<file path="src/rtl/mandel_dual_scheduler.sv">
// mandel_dual_scheduler
// Feeds pixel jobs to two mandelbrot engines (even pixels -> engine 0,
// odd pixels -> engine 1) and retires their iteration counts to the
// framebuffer write port strictly in raster order. Each engine owns a
// one-deep result slot, so at most two pixels are ahead of the retire point.
//
// Optional feature: define MANDEL_SCHED_RESTART_EN to let `start` abort a
// frame in progress. Engines busy at the abort are marked stale; their next
// completion is discarded before they receive new work.
module mandel_dual_scheduler #(
    parameter int NUM_PIXELS = 120000,
    parameter int CTRW       = 4,
    parameter int PIXW       = 17
) (
    input  logic            clk,
    input  logic            reset,
    input  logic            start,
    output logic [1:0]      eng_run,
    output logic [PIXW-1:0] eng_px,
    input  logic [1:0]      eng_running,
    input  logic [CTRW-1:0] eng_ctr0,
    input  logic [CTRW-1:0] eng_ctr1,
    output logic            fb_reset_ptr,
    output logic            fb_write,
    output logic [CTRW-1:0] fb_wdata,
    input  logic            fb_wrote,
    output logic            busy,
    output logic            done
);
    localparam logic [PIXW-1:0] NUM_PX  = PIXW'(NUM_PIXELS);
    localparam logic [PIXW-1:0] LAST_PX = PIXW'(NUM_PIXELS - 1);

    typedef enum logic [1:0] {FR_IDLE, FR_INIT, FR_RUN} frame_state_t;
    typedef enum logic {WR_IDLE, WR_WAIT} wr_state_t;

    frame_state_t    frame_state_reg, frame_state_next;
    wr_state_t       wr_state_reg, wr_state_next;

    logic [PIXW-1:0] disp_cnt_reg;
    logic [PIXW-1:0] retire_cnt_reg;
    logic [1:0]      inflight_reg;
    logic [1:0]      slot_valid_reg;
    logic [1:0]      l_running_reg;
    logic [CTRW-1:0] slot_data_reg [2];
    logic            fb_write_reg;
    logic [CTRW-1:0] fb_wdata_reg;
    logic            done_reg;

    logic [CTRW-1:0] eng_ctr [2];
    logic [1:0]      complete;
    logic [1:0]      eng_free;
    logic            abort;
    logic            disp_e;
    logic            disp_fire;
    logic            ret_e;
    logic            wr_ack;
    logic            last_ack;
    logic            wr_issue;
    logic [CTRW-1:0] wr_issue_data;

    assign eng_ctr[0] = eng_ctr0;
    assign eng_ctr[1] = eng_ctr1;

    // A completion is the falling edge of an engine's busy level while it
    // holds a job from the current frame.
    generate
        for (genvar gi = 0; gi < 2; gi++) begin : g_eng
            assign complete[gi] = inflight_reg[gi] & l_running_reg[gi] & ~eng_running[gi];
        end
    endgenerate

`ifdef MANDEL_SCHED_RESTART_EN
    logic [1:0] stale_reg;
    logic [1:0] stale_done;

    assign abort = start & (frame_state_reg != FR_IDLE);

    // A stale engine finishes a job from an aborted frame; its falling edge
    // only clears the flag and the result is dropped.
    generate
        for (genvar gi = 0; gi < 2; gi++) begin : g_stale
            assign stale_done[gi] = stale_reg[gi] & l_running_reg[gi] & ~eng_running[gi];
        end
    endgenerate

    // Engines still working when the frame is aborted become stale; an engine
    // finishing in the abort cycle itself is already done and is not marked.
    always_ff @(posedge clk) begin
        if (reset) begin
            stale_reg <= 2'b00;
        end else begin
            stale_reg <= (stale_reg & ~stale_done)
                       | (abort ? (inflight_reg & ~complete) : 2'b00);
        end
    end

    assign eng_free = ~inflight_reg & ~slot_valid_reg & ~stale_reg;
`else
    assign abort    = 1'b0;
    assign eng_free = ~inflight_reg & ~slot_valid_reg;
`endif

    // State registers for the frame and retire machines.
    always_ff @(posedge clk) begin
        if (reset) begin
            frame_state_reg <= FR_IDLE;
            wr_state_reg    <= WR_IDLE;
        end else begin
            frame_state_reg <= frame_state_next;
            wr_state_reg    <= wr_state_next;
        end
    end

    // Next-state logic plus dispatch and retire decisions for this cycle.
    always_comb begin
        frame_state_next = frame_state_reg;
        wr_state_next    = wr_state_reg;
        disp_e           = disp_cnt_reg[0];
        ret_e            = retire_cnt_reg[0];
        disp_fire        = 1'b0;
        wr_ack           = 1'b0;
        last_ack         = 1'b0;
        wr_issue         = 1'b0;
        wr_issue_data    = '0;
        eng_run          = 2'b00;
        eng_px           = '0;

        case (frame_state_reg)
            FR_IDLE: begin
                if (start) frame_state_next = FR_INIT;
            end
            FR_INIT: begin
                frame_state_next = FR_RUN;
                wr_state_next    = WR_IDLE;
            end
            FR_RUN: begin
                disp_fire = (disp_cnt_reg < NUM_PX) && eng_free[disp_e];
                case (wr_state_reg)
                    WR_IDLE: begin
                        if (slot_valid_reg[ret_e]) begin
                            wr_issue      = 1'b1;
                            wr_issue_data = slot_data_reg[ret_e];
                            wr_state_next = WR_WAIT;
                        end
                    end
                    WR_WAIT: begin
                        // The acknowledge is only taken once the write pulse is over.
                        if (fb_wrote && !fb_write_reg) begin
                            wr_ack = 1'b1;
                            if (retire_cnt_reg == LAST_PX) begin
                                last_ack         = 1'b1;
                                wr_state_next    = WR_IDLE;
                                frame_state_next = FR_IDLE;
                            end else if (slot_valid_reg[~ret_e]) begin
                                // Next pixel is already waiting: chain the write.
                                wr_issue      = 1'b1;
                                wr_issue_data = slot_data_reg[~ret_e];
                            end else begin
                                wr_state_next = WR_IDLE;
                            end
                        end
                    end
                    default: wr_state_next = WR_IDLE;
                endcase
            end
            default: frame_state_next = FR_IDLE;
        endcase

        // An abort overrides everything else decided for this cycle.
        if (abort) begin
            frame_state_next = FR_INIT;
            wr_state_next    = WR_IDLE;
            disp_fire        = 1'b0;
            wr_issue         = 1'b0;
            last_ack         = 1'b0;
        end

        if (disp_fire) begin
            eng_run[disp_e] = 1'b1;
            eng_px          = disp_cnt_reg;
        end
    end

    // Counters, per-engine flags, result slots and the registered write port.
    always_ff @(posedge clk) begin
        if (reset) begin
            disp_cnt_reg     <= '0;
            retire_cnt_reg   <= '0;
            inflight_reg     <= 2'b00;
            slot_valid_reg   <= 2'b00;
            l_running_reg    <= 2'b00;
            slot_data_reg[0] <= '0;
            slot_data_reg[1] <= '0;
            fb_write_reg     <= 1'b0;
            fb_wdata_reg     <= '0;
            done_reg         <= 1'b0;
        end else begin
            l_running_reg <= eng_running;
            done_reg      <= last_ack;
            fb_write_reg  <= wr_issue;
            if (wr_issue) fb_wdata_reg <= wr_issue_data;

            if (frame_state_reg == FR_INIT) begin
                disp_cnt_reg   <= '0;
                retire_cnt_reg <= '0;
                inflight_reg   <= 2'b00;
                slot_valid_reg <= 2'b00;
            end else begin
                if (disp_fire) disp_cnt_reg   <= disp_cnt_reg + PIXW'(1);
                if (wr_ack)    retire_cnt_reg <= retire_cnt_reg + PIXW'(1);
                for (int e = 0; e < 2; e++) begin
                    if (eng_run[e])       inflight_reg[e] <= 1'b1;
                    else if (complete[e]) inflight_reg[e] <= 1'b0;

                    if (complete[e]) begin
                        slot_valid_reg[e] <= 1'b1;
                        slot_data_reg[e]  <= eng_ctr[e];
                    end else if (wr_ack && (ret_e == 1'(e))) begin
                        slot_valid_reg[e] <= 1'b0;
                    end
                end
            end
        end
    end

    assign fb_reset_ptr = (frame_state_reg == FR_INIT);
    assign fb_write     = fb_write_reg;
    assign fb_wdata     = fb_wdata_reg;
    assign busy         = (frame_state_reg != FR_IDLE);
    assign done         = done_reg;

endmodule

</file>
<file path="config.mk">
export PLATFORM = sky130hd
export DESIGN_NAME = mandel_dual_scheduler
export DESIGN_NICKNAME = d
export VERILOG_FILES = /design/src/rtl/mandel_dual_scheduler.sv
export SDC_FILE = /design/constraint.sdc
export NUM_CORES = 1
export LEC_CHECK = 0
export CAP_MARGIN = 25
export CORE_UTILIZATION = 54
export DETAILED_ROUTE_END_ITERATION = 10
export GPL_TIMING_DRIVEN = 0
export PLACE_DENSITY_LB_ADDON = 0.08
export SLEW_MARGIN = 40
export SYNTH_ARGS = -nofsm -noshare
export SYNTH_HDL_FRONTEND = slang
export SYNTH_SLANG_ARGS = --single-unit
</file>
<file path="constraint.sdc">
create_clock -name clk -period 2.5 [get_ports clk]
set_input_delay 0.25 -clock clk [delete_from_list [all_inputs] [get_ports clk]]
set_output_delay 0.25 -clock clk [all_outputs]
set_load 0.02 [all_outputs]
</file>
# Word level (Yosys, flattened, before mapping)
# Memory sizes are Yosys's and may differ from the RTL's. A register that Yosys moved wholly into a read port is not among the register bits.
# Index checks and enable logic that the tools add are counted.
classes:
  addsub: 2
  mux: 57
  bitwise_logic: 15
  eq_ne: 7
  magnitude_cmp: 5
  reduce_logical: 16
op_table:
  columns: ["operator", "n"]
  rows:
  - ["two-way mux 1 bit", 38]
  - ["adder 17 x 1 -> 17 bit, second input constant", 2]
  - ["two-way mux 4 bit", 7]
  - ["== test 17 bit, second input constant", 1]
  - ["< comparator 17 bit, second input constant", 1]
  - ["two-way mux 17 bit", 1]
  - ["nonzero test 2 bit", 6]
  - ["two-way mux 2 bit", 5]
  - ["!= test 2 bit, second input constant", 4]
  - ["one-hot mux 4 bit (2 select lines)", 1]
  - ["< comparator 1 x 2 -> 1 bit, second input constant", 3]
  - ["inverter 1 bit", 6]
  - ["one-hot mux 1 bit (2 select lines)", 3]
  - ["one-hot mux 2 bit (3 select lines)", 1]
  - ["logical AND 1 bit", 5]
  - ["bitwise AND 1 bit", 4]
  - ["inverter 2 bit", 2]
  - ["AND reduction 4 bit", 1]
  - ["OR reduction 4 bit", 1]
  - ["bitwise AND 2 bit", 1]
  - ["== test 2 x 1 -> 1 bit, second input constant", 1]
  - ["== test 2 bit, second input constant", 1]
  - ["logical NOT 2 bit", 1]
  - ["OR 1 bit", 2]
  - ["other kinds (4)", 4]
word_totals:
  input_bits: 14
  mem_count: 1
  regBits: 49
  ramBits: 8
mem_list:
  columns: ["name", "words", "width", "rd", "rd_ports_with_merged_regs", "wr", "line_no", "source"]
  rows:
  - ["slot_data_reg", 2, 4, 2, 1, 2, "44", "logic [CTRW-1:0] slot_data_reg [2];"]

# Longest topological paths before layout
# Gate-level depths: netlist of run 1.
logic_depth:
  depth_word: 8
  mapped_depth: 9
  ltp_nobuf: 8

# Worst setup path before layout of run 1
# No wires, ideal clock.
synth_timing:
  path_kind: "flip-flop to output port"
  from: "reg disp_cnt_reg[0]"
  to: "out eng_run[1]"
  setup_slack_ns: 0.345
  t_arrival_ns: 1.905
  path_stages_with_launch: 8
  path_buffers: 3
  required_ns: 2.250
  cell_sequence: "dfxtp_1 -> nor3b_1 -> o221ai_1 -> clkbuf_1 -> nor2_1 -> clkbuf_1 -> and2_1 -> buf_4"
synth_between:
  elab_chain_cells: 5
  word_cells_on_any_way: 11
  cone_classes: "order compare (3); mux (6); reduce/logical (2)"
synth_lines:
  columns: ["item", "line_no", "source"]
  rows:
  - ["from (decl)", "39", "logic [PIXW-1:0] disp_cnt_reg;"]
  - ["from (signal assigned)", "209", "if (disp_fire) disp_cnt_reg <= disp_cnt_reg + PIXW'(1);"]
  - ["parallel branches: the longest is 4 deep, another holds < comparator 17 bit", null, null]
  - ["two-way mux 2 bit *", "178", "if (disp_fire) begin"]
  - ["to (decl)", "18", "output logic [1:0] eng_run,"]
# Mark *: on every way between the ends. The select of a mux whose other input is x is not followed.

# Final worst setup path of run 1
layout_timing:
  from: "reg disp_cnt_reg[8]"
  to: "out eng_px[13]"
layout_between:
  elab_chain_cells: 4
layout_lines:
  columns: ["item", "line_no", "source"]
  rows:
  - ["< comparator 17 bit", "137", "disp_fire = (disp_cnt_reg < NUM_PX) && eng_free[disp_e];"]
  - ["logical AND 1 bit", "137", null]
  - ["two-way mux 1 bit", "128", "case (frame_state_reg)"]
  - ["two-way mux 17 bit", "178", null]
  - ["to (decl)", "19", "output logic [PIXW-1:0] eng_px,"]
# Every way passes these cells.

==> results of run 1 <==
## path summary, 6_finish.rpt
kind | startpoint | cells after the start | to
min | retire_cnt_reg[1]$_SDFFE_PP0P_ | 2 | retire_cnt_reg[1]$_SDFFE_PP0P_
max | disp_cnt_reg[8]$_SDFFE_PP0N_ | 6 | eng_px[13]
max reg2reg | retire_cnt_reg[8]$_SDFFE_PP0P_ | 5 | fb_wdata[3]$_SDFFE_PP0P_
min reg2reg | retire_cnt_reg[1]$_SDFFE_PP0P_ | 2 | retire_cnt_reg[1]$_SDFFE_PP0P_
## per-layer routing
| metal | global-route usage | up-vias | routed length, µm |
|---|---|---|---|
| met5 | 0 | - | 0 |
| met4 | 0.111 | 0 | 123 |
| met3 | 0.0643 | 13 | 334 |
| met2 | 0.370 | 68 | 2760 |
| met1 | 0.320 | 1092 | 2900 |
| li1 | - | 1212 | - |
## tightest hold or removal path, stage by stage, from the launching register on
cell and delay (ns):
dfxtp_1 0.32, nand2_1 0.06, a21oi_1 0.05
## Yosys cell counts (2+ instances only)
| library cell | number |
|---|---|
| nand4_1 | 9 |
| edfxtp_1 | 8 |
| nor3b_1 | 3 |
| o211a_1 | 4 |
| mux2i_1 | 9 |
| nor3_1 | 5 |
| or4_1 | 2 |
| o21ai_0 | 14 |
| and4_1 | 5 |
| o31ai_1 | 3 |
| mux2_2 | 2 |
| and3_1 | 6 |
| inv_1 | 13 |
| nand2b_1 | 2 |
| nand4bb_1 | 2 |
| buf_1 | 3 |
| dfxtp_1 | 50 |
| nand3b_1 | 5 |
| and2_1 | 26 |
| ha_1 | 8 |
| nor2b_1 | 3 |
| xnor2_1 | 12 |
| nand2_1 | 21 |
| nor2_1 | 34 |
| clkbuf_1 | 6 |
| or3_1 | 7 |
| nor4_1 | 4 |
| a21oi_1 | 18 |
| xor2_1 | 8 |
| nand3_1 | 9 |
## kinds of logic after synthesis
family,Yosys count,synth area share
and+or+nand+nor,148,0.285
DFF,58,0.435
AOI/OAI and AO/OA,47,0.107
buffers and inverters,25,0.0373
xor gates and xnor gates,20,0.0614
muxes,11,0.0395
adders and majority gates,8,0.0351
## timing repair
| action | 4_1_cts | 5_1_grt |
|---|---|---|
| gates cloned | 0 | 0 |
| buffers inserted | 1 | 1 |
| pin swaps | 1 | 1 |
| setup endpoints to repair | 19 | 17 |
| resized for setup | 29 | 26 |
## cell type report
type                    count  area (µm²)
clock buffers              15         156
flip-flops and latches     58        1240
repair buffers             42         357
multi-input cells         234        1530
well taps                  70        87.6
fillers                   432        1630
plain buffers              12        62.6
inverters                  13        48.8
## power by group
| group | internal, mW | leakage (nW) | switching [mW] |
|---|---|---|---|
| logic | 0.133 | 0.772 | 0.215 |
| clock network | 0.384 | 0.0778 | 0.349 |
| registers | 0.967 | 0.487 | 0.0169 |
## stage by stage
| stage | setup WS (ns) | util | total power, mW | hold slack [ns] |
|---|---|---|---|---|
| after global routing | 0.0252 | 0.682 | 2.14 | 0.512 |
| after detailed placement | -0.602 | 0.654 | 1.34 | 0.470 |
| after CTS | 0.0293 | 0.687 | 2.07 | 0.478 |
| final | 0.0883 | 0.682 | 2.07 | 0.477 |
| after floorplan | 0.345 | - | 1.21 | 0.378 |
| after global placement | -0.533 | 0.654 | 1.33 | 0.460 |
==> results by group, run 1 <==
Timing
  – Minimum clock period: 2.41 ns
  – Slew @ Worst Pin: 0.805 ns
  – Slew margin rel.: 0.458
  – Final hold vios: 0
  – RSZ-0062 raised after global routing: no
  – Slew Viols, Final: 0
  – Fin Clk Skew: 0.00745 ns
  – Setup TNS: 0 ns
  – Final period util: 0.965
  – Final number of setup-violating endpoints: 0
  – F_max: 415 MHz

GRT
  – Pin count of the biggest net entering global routing: 12
  – Global route total overflow: 0
  – Initial antenna violation count: 0
  – Vias in the first global route: 2134
  – Global-route wire length before repair: 9930 µm
  – All-layer global routing usage: 0.242

Placement
  – IO Port Bufs: 40
  – DP Wirelength: 4370 µm
  – DP Cell Count: 427
  – Routability cong.: 0.840
  – Placed Area: 3340 µm²

Floorplan
  – Die width: 74.7 µm
  – Placeable Area: 5110 µm²
  – IO Pins: 41
  – Die ar.: 5580 µm²
  – Die H: 74.7 µm
  – # rows: 26
  – Initial Util: 0.559

Synthesis
  – Fraction of registers with async set/reset: 0
  – Most used DFF post-synth: dfxtp_1
  – Synth area leaders: dfxtp_1 (35%), edfxtp_1 (8.4%), and2_1 (5.7%)
  – Syn_nets: 339
  – Area leader, netlist: dfxtp_1
  – Area of the mapped netlist: 2850 µm²
  – Flops & latches, synth: 58
  – Syn. warnings: 0
  – Netlist cell types: 46
  – Post-synth EDFFs: 8
  – Sequential share of the synthesized area: 0.435
  – Gate count of the mapped netlist: 317
  – Share of the synthesized area in the top cell type: 0.351
  – Syn avg cell area: 9.00 µm²

Final layout
  – Commonest non-fill, non-tap cell in the layout: dfxtp_1
  – Layout area overhead: 22.0%
  – Post-route cell area: 3480 µm²
  – Commonest non-fill, non-tap cells in the layout: dfxtp_1 (49), nor2_1 (33), and2_1 (26)
  – Ant diodes: 0
  – Non-Filler Instances: 444
  – Nets: 392
  – Share of post-route cells with drive strength above 1: 0.104

CTS
  – Root buffer cell: clkbuf_8
  – Cts bufs inserted: 9
  – CTS tree: yes
  – CTS H-tree depth: 3
  – Clk buf depth: 2
  – Clock tree sinks: 58
  – Hold buffer count at CTS: 0
  – CTS clk-pin slew, worst paths: 0.06 ns
  – Clk_lat worst skew: 0.34 ns

Worst setup path
  – Worst reg-to-reg setup slack: 0.29 ns
  – Crit Path Category: flip-flop to primary output
  – Crit path arrival time: 2.16 ns
  – Worst path slowest cell: a2111oi_4
  – Worst Path Required: 2.25 ns
  – CP peak stage delay: 0.43 ns
  – CP Buf/Inv Count: 2
  – Critical path capture point type: primary output
  – Critical Path Fanout Max: 10
  – Critical path, cell by cell: a2111oi_4 -> nor3_4 -> or2_4 -> buf_6 -> nor2_1 -> dlygate4sd2_1
  – Top Family by Delay on Critical Path: simple AND/OR/NAND/NOR gates
  – Startpoint Class: flip-flop

Detailed routing
  – First drt pass iteration count: 4
  – DRT iter0 DRCs: 121
  – Routed via count: 2385
  – Routed WL per cell: 13.8 µm
  – Final ANT Viol Nets: 0
  – Via density: 5.37
  – DRC: 0
  – Final WL: 6120 µm

Power
  – Leak Pwr: 1.34 nW
  – Peak VDD IR: 0.000478 V
  – Power Dens Cells: 593 nW/µm²

Job
  – Max Cap Viol: 0

Status
  – Status: complete, no violations

Worst hold path
  – Hold WC Path Type: flip-flop to flip-flop
(Power assumes the default switching activity.)
==> run 2: changes to the inputs <==
- CORE_UTILIZATION: 54 -> 35
- SKIP_CTS_REPAIR_TIMING: default -> 1
==> results by group, run 2 (synthesis gave the netlist of run 1 again) <==
Status
  – Status: complete, no violations

Job
  – Max Cap Viol: 0

CTS
  – Clock tree sinks: 58
  – Clk_lat worst skew: 0.33 ns
  – CTS clk-pin slew, worst paths: 0.07 ns
  – CTS tree: yes
  – Clk buf depth: 2
  – Root buffer cell: clkbuf_8
  – Cts bufs inserted: 9
  – CTS H-tree depth: 3

Worst setup path
  – Worst r2r src: retire_cnt_reg[8]$_SDFFE_PP0P_
  – Crit Path Category: flip-flop to primary output
  – Crit path arrival time: 2.10 ns
  – Startpoint Class: flip-flop
  – R2R depth: 5
  – Worst Path Required: 2.25 ns
  – Critical Path Fanout Max: 10
  – Critical path capture point type: primary output
  – Worst reg-to-reg setup slack: 0.33 ns
  – Crit Reg-Reg Endpoint: fb_wdata[1]$_SDFFE_PP0P_

Detailed routing
  – Final WL: 6280 µm
  – First drt pass iteration count: 4
  – Final ANT Viol Nets: 0
  – Via density: 4.93
  – Routed WL per cell: 13.2 µm
  – DRC: 0
  – DRT iter0 DRCs: 123
  – Routed via count: 2351

Worst hold path
  – Hold Path Origin: retire_cnt_reg[1]$_SDFFE_PP0P_
  – Hold path cells: 2
  – Hold Crit Endpoint: retire_cnt_reg[1]$_SDFFE_PP0P_
  – Hold WC Path Type: flip-flop to flip-flop

Floorplan
  – Initial Util: 0.366
  – Die width: 92.3 µm
  – Die H: 92.3 µm
  – Die ar.: 8520 µm²
  – Placeable Area: 7810 µm²
  – # rows: 32
  – IO Pins: 41

Timing
  – Fin Clk Skew: 0.00511 ns
  – Final number of setup-violating endpoints: 0
  – F_max: 426 MHz
  – Minimum clock period: 2.35 ns
  – Slew margin rel.: 0.464
  – Final period util: 0.939
  – Slew @ Worst Pin: 0.797 ns
  – Slew Viols, Final: 0
  – RSZ-0062 raised after global routing: no
  – Final hold vios: 0
  – Final worst setup slack: 0.152 ns

GRT
  – Global-route wire length before repair: 10700 µm
  – Global route total overflow: 0
  – Pin count of the biggest net entering global routing: 12
  – Vias in the first global route: 2177
  – All-layer global routing usage: 0.160
  – Initial antenna violation count: 0

Final layout
  – Post-route cell area: 3660 µm²
  – Share of post-route cells with drive strength above 1: 0.107
  – Layout area overhead: 28.1%
  – Commonest non-fill, non-tap cells in the layout: dfxtp_1 (49), nor2_1 (33), and2_1 (26)
  – Nets: 392
  – Commonest non-fill, non-tap cell in the layout: dfxtp_1
  – Ant diodes: 0
  – Layout Utilization: 0.468
  – Non-Filler Instances: 477

Placement
  – Routability cong.: 0.817
  – Place WS: -0.584 ns
  – DP Cell Count: 459
  – IO Port Bufs: 40
  – Placed Area: 3380 µm²
  – DP Wirelength: 4560 µm

Power
  – Peak VDD IR: 0.000384 V
  – Total Power: 2.15 mW
  – Leak Pwr: 1.61 nW
  – Power Dens Cells: 587 nW/µm²
## run 2: cell types whose count changed in the layout (fill, tap and decap cells not counted), sizes merged
cell,previous run,this run
dlymetal6s2s,0,15
clkbuf,29,19
dlygate4sd2,5,0
clkdlybuf4s15,3,0
clkinv,0,2
clkinvlp,0,1
inv,13,14
## run 2: how the worst max path moves through the flow
stage,from,endpoint,slack (ns)
detailed placement,disp_cnt_reg[0]$_SDFFE_PP0N_,eng_run[1],-0.58
global route,disp_cnt_reg[12]$_SDFFE_PP0N_,eng_run[1],0.008
floorplan,disp_cnt_reg[0]$_SDFFE_PP0N_,eng_run[1],0.35
CTS,disp_cnt_reg[0]$_SDFFE_PP0N_,eng_run[1],-0.97
finish,disp_cnt_reg[12]$_SDFFE_PP0N_,eng_run[1],0.15
global placement,disp_cnt_reg[0]$_SDFFE_PP0N_,eng_run[1],-0.59
## run 2: per-stage QoR
step           TNS (ns)  hold slack [ns]
4_1_cts          -13.66            0.481
6_report              0            0.482
3_5_place_dp      -6.49            0.474
2_1_floorplan         0            0.378
5_1_grt               0            0.498
3_3_place_gp      -6.81            0.468
## run 2: metal layers
layer  share of wire  wire length (µm)  GRT usage  vias up
met2            0.43              2690      0.224       51
li1                -                 -          -     1218
met1            0.52              3230      0.229     1076
met3           0.046               289     0.0411        6
met5               0                 0          0        -
met4           0.010                64     0.0703        0
## run 2: report_power, final
| group | leakage (nW) | switching [mW] | total, mW | internal (mW) |
|---|---|---|---|---|
| clock network | 0.0987 | 0.370 | 0.807 | 0.437 |
| logic | 1.02 | 0.210 | 0.353 | 0.143 |
| registers | 0.487 | 0.0194 | 0.987 | 0.967 |
## run 2: layout make-up
type | instances | area (µm²)
Clock inverter | 4 | 23.8
Tap cell | 102 | 128
Inverter | 13 | 48.8
Multi-Input combinational cell | 234 | 1550
Timing Repair Buffer | 42 | 435
Fill cell | 800 | 4150
Sequential cell | 58 | 1240
Clock buffer | 12 | 165
Buffer | 12 | 62.6
## run 2: worst max-delay path: stages (launching register included)
cell	delay (ns)
dfxtp_1	0.44
o21ai_0	0.22
nor3_4	0.39
nor2_4	0.09
buf_2	0.18
and2_1	0.17
buf_4	0.13
buf_4	0.15
==> run 3: changes to the inputs <==
==> constraint.sdc (replaced) <==
create_clock -name clk -period 2.5 [get_ports clk]
set_input_delay 0.375 -clock clk [delete_from_list [all_inputs] [get_ports clk]]
set_output_delay 0.375 -clock clk [all_outputs]
set_load 0.02 [all_outputs]
==> results by group, run 3 (synthesis gave the netlist of run 1 again) <==
Status
  – Status: complete, no violations

GRT
  – Global-route wire length before repair: 10700 µm
  – Global route total overflow: 0
  – All-layer global routing usage: 0.160
  – Initial antenna violation count: 0
  – Pin count of the biggest net entering global routing: 12
  – Vias in the first global route: 2177

Detailed routing
  – Routed WL per cell: 13.1 µm
  – Final ANT Viol Nets: 0
  – Routed via count: 2378
  – DRT iter0 DRCs: 118
  – DRC: 0
  – First drt pass iteration count: 4
  – Final WL: 6310 µm
  – Via density: 4.95

Timing
  – Fin Clk Skew: 0.00476 ns
  – Final period util: 0.968
  – F_max: 413 MHz
  – Minimum clock period: 2.42 ns
  – Worst hold margin: 0.482 ns
  – Final hold vios: 0
  – Final number of setup-violating endpoints: 0
  – RSZ-0062 raised after global routing: yes
  – Slew @ Worst Pin: 0.823 ns
  – Slew Viols, Final: 0
  – Slew margin rel.: 0.447

Final layout
  – Layout area overhead: 29.2%
  – Nets: 395
  – Commonest non-fill, non-tap cells in the layout: dfxtp_1 (48), nor2_1 (33), and2_1 (26)
  – Ant diodes: 0
  – Share of post-route cells with drive strength above 1: 0.119
  – FILL cells: 794
  – Non-Filler Instances: 480
  – Commonest non-fill, non-tap cell in the layout: dfxtp_1
  – Layout Utilization: 0.472

Power
  – Leak Pwr: 1.63 nW
  – Total Power: 2.15 mW
  – Power Dens Cells: 584 nW/µm²
  – Peak VDD IR: 0.000388 V

Worst hold path
  – Hold WC Path Type: flip-flop to flip-flop

Placement
  – Routability cong.: 0.817
  – DP Cell Count: 459
  – IO Port Bufs: 40
  – DP Wirelength: 4560 µm

CTS
  – Root buffer cell: clkbuf_8
  – Cts bufs inserted: 9
  – Clk_lat worst skew: 0.34 ns
  – CTS tree: yes
  – Clk buf depth: 2
  – CTS clk-pin slew, worst paths: 0.07 ns
  – CTS H-tree depth: 3
  – Clock tree sinks: 58

Floorplan
  – IO Pins: 41
  – Initial Util: 0.366
  – Die H: 92.3 µm
  – Die width: 92.3 µm
  – Placeable Area: 7810 µm²
  – Die ar.: 8520 µm²
  – # rows: 32

Worst setup path
  – Crit Path Category: flip-flop to primary output
  – Crit path arrival time: 2.05 ns
  – Worst Path Required: 2.12 ns
  – Critical Path Fanout Max: 10
  – Startpoint Class: flip-flop
  – Critical path capture point type: primary output

Job
  – Max Cap Viol: 0
run 3: cell count changes in the layout (fill, tap and decap cells not counted), sizes merged:
cell	previous run	this run
buf	11	14
run 3: metrics by stage:
step | setup TNS, ns | area [µm²] | setup WS, ns
after floorplan | 0 | 2850 | 0.220
after global placement | -9.03 | 3380 | -0.719
after detailed placement | -8.70 | 3380 | -0.709
after CTS | -16.03 | 3570 | -1.10
after global routing | -0.0398 | 3690 | -0.0382
final | 0 | 3690 | 0.0797
run 3: final timing paths:
| path | slack, ns | to | depth (start not counted) | from |
|---|---|---|---|---|
| max | 0.08 | eng_run[1] | 7 | disp_cnt_reg[8]$_SDFFE_PP0N_ |
| min | 0.48 | retire_cnt_reg[1]$_SDFFE_PP0P_ | 2 | retire_cnt_reg[1]$_SDFFE_PP0P_ |
| max reg2reg | 0.30 | fb_wdata[1]$_SDFFE_PP0P_ | 5 | retire_cnt_reg[8]$_SDFFE_PP0P_ |
| min reg2reg | 0.48 | retire_cnt_reg[1]$_SDFFE_PP0P_ | 2 | retire_cnt_reg[1]$_SDFFE_PP0P_ |
run 3: critical path: stages (launching register included):
cell and delay, ns:
dfxtp_1 0.52, a2111oi_4 0.08, nor3_4 0.40, nor2_4 0.09
clkbuf_4 0.18, and2_1 0.17, buf_4 0.13, buf_4 0.15
run 3: metal layers:
layer  global-route usage  part of all wire  vias to the layer above  wire (µm)
met5                    0                 0                        -          0
met4               0.0703             0.014                        0         86
met3               0.0411             0.053                        9        336
met2                0.224              0.42                       58       2660
met1                0.229              0.51                     1082       3230
li1                     -                 -                     1229          -
run 3: report_power, final:
part | switching (mW) | internal (mW)
Clock | 0.372 | 0.437
Sequential | 0.0205 | 0.967
Combinational | 0.211 | 0.147
Total | 0.603 | 1.55
run 3: area by class of cell:
type	count	area (µm²)	share of cell area
plain buffers	12	68.8	0.0187
clock buffers	12	165	0.0448
clock inverters	4	23.8	0.00645
inverters	13	48.8	0.0132
multi-input cells	234	1550	0.420
flip-flops and latches	58	1250	0.338
well taps	102	128	0.0346
repair buffers	45	458	0.124
